## src/rtl/booth_div_pkg.sv

```systemverilog
// Shared types and constants for the sequential restoring divider.
// Combinational definitions only; no latency or backpressure of its own.
package booth_div_pkg;

    typedef enum logic [2:0] {
        IDLE = 3'd0,
        PREP = 3'd1,
        CALC = 3'd2,
        FIX  = 3'd3,
        DONE = 3'd4
    } div_state_e;

    localparam int DIV_WIDTH     = 16;
    localparam int DIV_LAT_FULL  = DIV_WIDTH + 2;
    localparam int DIV_LAT_SHORT = 2;

endpackage

```

## src/rtl/div_restore_step.sv

```systemverilog
// One restoring-division step: shift in a dividend bit, trial-subtract the divisor.
// Purely combinational (zero latency); no handshake.
module div_restore_step #(
    parameter int WIDTH = 16
) (
    input  logic [WIDTH-1:0] rem_i,
    input  logic             dvd_bit_i,
    input  logic [WIDTH-1:0] dvs_i,
    output logic [WIDTH-1:0] rem_o,
    output logic             q_bit_o
);

    logic [WIDTH:0] shifted;
    logic [WIDTH:0] trial;

    // The partial remainder stays below the divisor, so WIDTH+1 bits never overflow.
    assign shifted = {rem_i, dvd_bit_i};
    assign trial   = shifted - {1'b0, dvs_i};
    assign q_bit_o = ~trial[WIDTH];
    assign rem_o   = q_bit_o ? trial[WIDTH-1:0] : shifted[WIDTH-1:0];

endmodule

```

## src/rtl/booth_seq_divider.sv

```systemverilog
// Radix-2 restoring divider, signed/unsigned; optional BOOTH_DIV_EARLY_OUT_EN skips iteration when |dividend| < |divisor|.
// Latency WIDTH+2 (2 for zero divisor or early-out); result held while out_ready low, in_ready only when idle.
module booth_seq_divider
    import booth_div_pkg::*;
#(
    parameter  int WIDTH = DIV_WIDTH,
    localparam int CNT_W = $clog2(WIDTH) + 1
) (
    input  logic             clk,
    input  logic             rst_n,
    input  logic             in_valid,
    output logic             in_ready,
    input  logic [WIDTH-1:0] dividend,
    input  logic [WIDTH-1:0] divisor,
    input  logic             signed_op,
    output logic             out_valid,
    input  logic             out_ready,
    output logic [WIDTH-1:0] quotient,
    output logic [WIDTH-1:0] remainder,
    output logic             div_by_zero
);

    div_state_e       state_q, state_d;
    logic [WIDTH-1:0] dvd_q, dvd_d;
    logic [WIDTH-1:0] dvs_q, dvs_d;
    logic [WIDTH-1:0] orig_q, orig_d;
    logic [WIDTH-1:0] rem_q, rem_d;
    logic [CNT_W-1:0] cnt_q, cnt_d;
    logic             sgn_q, sgn_d;
    logic             quo_neg_q, quo_neg_d;
    logic             rem_neg_q, rem_neg_d;
    logic             dz_q, dz_d;
    logic [WIDTH-1:0] quo_out_q, quo_out_d;
    logic [WIDTH-1:0] rem_out_q, rem_out_d;
    logic             dbz_q, dbz_d;

    logic [WIDTH-1:0] mag_dvd, mag_dvs;
    logic [WIDTH-1:0] step_rem;
    logic             step_qbit;

    assign mag_dvd = (sgn_q && dvd_q[WIDTH-1]) ? -dvd_q : dvd_q;
    assign mag_dvs = (sgn_q && dvs_q[WIDTH-1]) ? -dvs_q : dvs_q;

    div_restore_step #(.WIDTH(WIDTH)) u_step (
        .rem_i     (rem_q),
        .dvd_bit_i (dvd_q[WIDTH-1]),
        .dvs_i     (dvs_q),
        .rem_o     (step_rem),
        .q_bit_o   (step_qbit)
    );

    always_comb begin
        state_d   = state_q;
        dvd_d     = dvd_q;
        dvs_d     = dvs_q;
        orig_d    = orig_q;
        rem_d     = rem_q;
        cnt_d     = cnt_q;
        sgn_d     = sgn_q;
        quo_neg_d = quo_neg_q;
        rem_neg_d = rem_neg_q;
        dz_d      = dz_q;
        quo_out_d = quo_out_q;
        rem_out_d = rem_out_q;
        dbz_d     = dbz_q;
        case (state_q)
            IDLE: begin
                if (in_valid) begin
                    dvd_d   = dividend;
                    orig_d  = dividend;
                    dvs_d   = divisor;
                    sgn_d   = signed_op;
                    state_d = PREP;
                end
            end
            PREP: begin
                dvd_d     = mag_dvd;
                dvs_d     = mag_dvs;
                quo_neg_d = sgn_q & (dvd_q[WIDTH-1] ^ dvs_q[WIDTH-1]);
                rem_neg_d = sgn_q & dvd_q[WIDTH-1];
                if (dvs_q == '0) begin
                    dz_d    = 1'b1;
                    state_d = FIX;
                end else begin
                    dz_d    = 1'b0;
                    rem_d   = '0;
                    cnt_d   = CNT_W'(WIDTH);
                    state_d = CALC;
`ifdef BOOTH_DIV_EARLY_OUT_EN
                    // Quotient 0, remainder |dividend|: FIX re-applies the dividend sign.
                    if (mag_dvd < mag_dvs) begin
                        rem_d   = mag_dvd;
                        dvd_d   = '0;
                        state_d = FIX;
                    end
`endif
                end
            end
            CALC: begin
                rem_d = step_rem;
                dvd_d = {dvd_q[WIDTH-2:0], step_qbit};
                cnt_d = cnt_q - 1'b1;
                if (cnt_q == CNT_W'(1)) begin
                    state_d = FIX;
                end
            end
            FIX: begin
                if (dz_q) begin
                    quo_out_d = '1;
                    rem_out_d = orig_q;
                    dbz_d     = 1'b1;
                end else begin
                    quo_out_d = quo_neg_q ? -dvd_q : dvd_q;
                    rem_out_d = rem_neg_q ? -rem_q : rem_q;
                    dbz_d     = 1'b0;
                end
                state_d = DONE;
            end
            DONE: begin
                if (out_ready) begin
                    state_d = IDLE;
                end
            end
            default: state_d = IDLE;
        endcase
    end

    always_ff @(posedge clk or negedge rst_n) begin
        if (!rst_n) begin
            state_q   <= IDLE;
            dvd_q     <= '0;
            dvs_q     <= '0;
            orig_q    <= '0;
            rem_q     <= '0;
            cnt_q     <= '0;
            sgn_q     <= 1'b0;
            quo_neg_q <= 1'b0;
            rem_neg_q <= 1'b0;
            dz_q      <= 1'b0;
            quo_out_q <= '0;
            rem_out_q <= '0;
            dbz_q     <= 1'b0;
        end else begin
            state_q   <= state_d;
            dvd_q     <= dvd_d;
            dvs_q     <= dvs_d;
            orig_q    <= orig_d;
            rem_q     <= rem_d;
            cnt_q     <= cnt_d;
            sgn_q     <= sgn_d;
            quo_neg_q <= quo_neg_d;
            rem_neg_q <= rem_neg_d;
            dz_q      <= dz_d;
            quo_out_q <= quo_out_d;
            rem_out_q <= rem_out_d;
            dbz_q     <= dbz_d;
        end
    end

    assign in_ready    = (state_q == IDLE);
    assign out_valid   = (state_q == DONE);
    assign quotient    = quo_out_q;
    assign remainder   = rem_out_q;
    assign div_by_zero = dbz_q;

endmodule

```

## config.mk

```make
export PLATFORM = sky130hd
export DESIGN_NAME = booth_seq_divider
export DESIGN_NICKNAME = d
export VERILOG_FILES = /design/src/rtl/booth_div_pkg.sv /design/src/rtl/div_restore_step.sv /design/src/rtl/booth_seq_divider.sv
export SDC_FILE = /design/constraint.sdc
export NUM_CORES = 1
export LEC_CHECK = 0
export CAP_MARGIN = 20
export CORE_MARGIN = 1
export CORE_UTILIZATION = 58
export DETAILED_ROUTE_END_ITERATION = 6
export PLACE_DENSITY_LB_ADDON = 0.25
export SLEW_MARGIN = 20
export SYNTH_ARGS = -nofsm -noshare
export SYNTH_HDL_FRONTEND = slang
export SYNTH_HIERARCHICAL = 1
export SYNTH_SLANG_ARGS = --single-unit
```

## constraint.sdc

```tcl
create_clock -name clk -period 3.65 [get_ports clk]
set_input_delay 0.73 -clock clk [delete_from_list [all_inputs] [get_ports clk]]
set_output_delay 0.73 -clock clk [all_outputs]
set_load 0.005 [all_outputs]
```

==> flow_metrics.env <==
export IMPL_outcome="finished clean"
export IMPL_p_per_area_nw_per_um2=963.2
export IMPL_critPathBufInv=0
export IMPL_vias_per_cell=6.275
export IMPL_yosys_area_share_simple=0.1492
export IMPL_synth_fa_ha_area_frac=0.04195
export IMPL_setup_slack_ns=0.2189
export IMPL_worst_slew_pin_slew_ns=0.7719
export IMPL_place_ws_ns=0.06580
export IMPL_clk_latency_ns=0.36
export IMPL_peakVddDrop_mv=0.5925
export IMPL_areaGrowthSynthToFinish_pct=16.80
export IMPL_cts_sinks=109
export IMPL_synth_compound_area_frac=0.2319
export IMPL_synth_xor_area_frac=0.05569
export IMPL_place_hpwl_um=12270
export IMPL_grt_max_degree=110
export IMPL_crit_slowest_cell="dfrtp_1"
export IMPL_holdBufCountCts=0
export IMPL_synth_edf_count=0
export IMPL_grt_use_total=0.2988
export IMPL_min_period_ns=3.431
export IMPL_gp_congestion=0.9046
export IMPL_cts_setup_buffers=0
export IMPL_wl_um=17180
export IMPL_cts_buffers=9
export IMPL_drt_iter0_markers=470
export IMPL_grt_pass1_vias=5516
export IMPL_h_tree_depth=3
export IMPL_relSlewSlack=0.4854
export IMPL_clk_path_buf_depth=2
export IMPL_post_cts_resized=0
export IMPL_setup_tns_ns=0
export IMPL_async_flop_share=1.000
export IMPL_syn_nets=781
export IMPL_fmax_ghz=0.2915
export IMPL_dieArea_um2=12060
export IMPL_drv_slew=0
export IMPL_hold_viol=0
export IMPL_grt_ovfl_total=0
export IMPL_syn_cell_area_um2=6740
export IMPL_routedWlPerCell_um=18.68
export IMPL_drtAntennaViolNets=0
export IMPL_finalNonFillerCells=920
export IMPL_cts_clk_slew_worst_paths_ns=0.08
export IMPL_synth_area_per_cell_um2=9.335
export IMPL_cp_max_fo=17
export IMPL_rsz0062_at_grt="false"
export IMPL_synthFlopType="dfrtp_1"
export IMPL_synth_seq_cells=109
export IMPL_path_cells="ha_1 > nor2b_1 > o31a_1 > o41a_1 > and4_4 > a311oi_2 > xnor2_4 > mux2_2 > a22o_1"
export IMPL_num_rows=39
export IMPL_synth_distinct_cells=69
export IMPL_port_buffers=71
export IMPL_p_leak_uw=0.003374
export IMPL_crit_arrival_ns=3.67
export IMPL_synth_area_mux_share=0.06776
export IMPL_crit_start="rem_q[1]"
export IMPL_die_x_um=109.8
export IMPL_cp_end_kind="flop"
export IMPL_synth_top_area_frac=0.4047
export IMPL_yosys_top_cells_area="dfrtp_1, mux2_2, ha_1"
export IMPL_rr_startpoint="rem_q[1]"
export IMPL_synth_top_area_cell="dfrtp_1"
export IMPL_num_vias=5773
export IMPL_diodes=0
export IMPL_max_cap_violations=0
export IMPL_grt_antenna_before_repair=0
export IMPL_hp_class="in -> async"
export IMPL_yosysWarnings=6
export IMPL_grt_use_met3=0.06343
export IMPL_drive_gt1_frac=0.1120
export IMPL_p_total_uw=7583
export IMPL_critPathRequiredTime_ns=3.89
export IMPL_placedCellCount=904
export IMPL_cts_tree="built"
export IMPL_slowest_delay_ns=0.46
export IMPL_seq_area_frac_synth=0.4047
export IMPL_use_met2=0.4933
export IMPL_timing_final_crit_share=0.9400
export IMPL_synth_top_family_by_area="compound AO/OA/AOI/OAI gates"
export IMPL_drc=0
export IMPL_clockRootBuffer="clkbuf_16"
export IMPL_initial_core_util=0.5928
export IMPL_nNetsFinal=831
export IMPL_grt_pass1_wl_um=27360
export IMPL_io_pins=72
export IMPL_firstDrtPassIters=5
export IMPL_path_delay_family="compound AO/OA/AOI/OAI gates"
export IMPL_top_usage_layer="met2"
export IMPL_fp_dieH_um=109.8
export IMPL_setup_worst_path_start_class="flop"
export IMPL_finalSetupViolCount=0
export IMPL_core_area_um2=11370
export IMPL_use_met1=0.3721
export IMPL_fin_worst_skew_ns=0.008570
export IMPL_syn_inst=722
export IMPL_critical_path_class="reg -> reg"
power by group:
part	total, uW	switching [uW]	internal [uW]
clock network	964	485	479
logic	4160	2150	2020
registers	2460	686	1770
total	7580	3320	4270
area by class of cell:
class                           count  area, um2
Tap cell                          143      178.9
Multi-Input combinational cell    532       3716
Sequential cell                   109       2728
Clock inverter                      7      67.56
Inverter                           35      131.4
Fill cell                         897       3497
Timing Repair Buffer               85      825.8
Clock buffer                        9      225.2
worst paths after layout:
kind,to,slack (ns),depth (start not counted)
worst max-delay path,rem_q[2],0.22,9
worst min register to register,remainder[4],0.49,2
min in group clk,remainder[4],0.49,2
worst min-delay path,quotient[6],0.40,2
worst max register to register,rem_q[2],0.22,9
max in group asynchronous,dvs_q[9],2.76,2
Yosys cell counts, drive strengths merged, types with 7 or more instances:
| cell type | n |
|---|---|
| a211oi | 7 |
| or4 | 10 |
| a22o | 20 |
| dfrtp | 109 |
| a21oi | 49 |
| mux2 | 32 |
| mux2i | 7 |
| ha | 21 |
| o22ai | 9 |
| nor3 | 10 |
| o211ai | 7 |
| a21o | 10 |
| inv | 34 |
| a22oi | 9 |
| nand2 | 51 |
| nor2 | 62 |
| or3 | 12 |
| clkbuf | 41 |
| xor2 | 28 |
| nand3 | 18 |
| o31ai | 12 |
| o21ai | 51 |
| xnor2 | 14 |
| a31oi | 9 |
sequential cells by signal (all words and copies together) (netlist names):
register,flops
dvd_q,16
state_q,3
cnt_q,5
remainder,16
quotient,16
div_by_zero,1
dvs_q,16
rem_q,16
sgn_q,1
orig_q,16
dz_q,1
rem_neg_q,1
quo_neg_q,1
cell families after synthesis:
logic type | after synthesis
AO/OA/AOI/OAI | 229
XOR/XNOR | 42
adder cells (fa/ha/maj) | 22
buffers and inverters | 81
flip-flops | 109
multiplexers | 39
AND/OR/NAND/NOR | 200
layout by cell type (no fill, tap or decap), types with 5 or more instances in the layout:
| master | n |
|---|---|
| dfrtp_1 | 109 |
| clkdlybuf4s50_1 | 70 |
| nor2_1 | 62 |
| o21ai_0 | 51 |
| nand2_1 | 51 |
| a21oi_1 | 49 |
| inv_1 | 34 |
| xor2_1 | 28 |
| mux2_2 | 25 |
| ha_1 | 21 |
| a22o_1 | 20 |
| nand3_1 | 18 |
| buf_4 | 14 |
| xnor2_1 | 13 |
| o31ai_1 | 12 |
| nor3_1 | 10 |
| a21o_1 | 10 |
| or3_1 | 9 |
| a31oi_1 | 9 |
| o22ai_1 | 9 |
| a22oi_1 | 9 |
| clkbuf_16 | 9 |
| a211oi_1 | 7 |
| mux2i_1 | 7 |
| o211ai_1 | 7 |
| mux2_4 | 7 |
| o41ai_1 | 6 |
| or4_4 | 5 |
| nor2b_1 | 5 |
| or4_1 | 5 |
| o2bb2ai_1 | 5 |
layer usage:
| layer | part of all wire | wire [um] |
|---|---|---|
| met5 | 0 | 0 |
| met4 | 0.032 | 547 |
| met3 | 0.065 | 1121 |
| met2 | 0.49 | 8386 |
| met1 | 0.41 | 7128 |
per-stage QoR:
stage,hold slack (ns),utilization,area (um2)
2_1_floorplan,0.4344,-,6740
4_1_cts,0.4672,0.6914,7861
5_1_grt,0.4838,0.6924,7873
3_5_place_dp,0.4787,0.6657,7569
3_3_place_gp,0.4661,0.6657,7569
6_report,0.3983,0.6924,7873
Note: power is estimated with default switching activity, not from simulation.
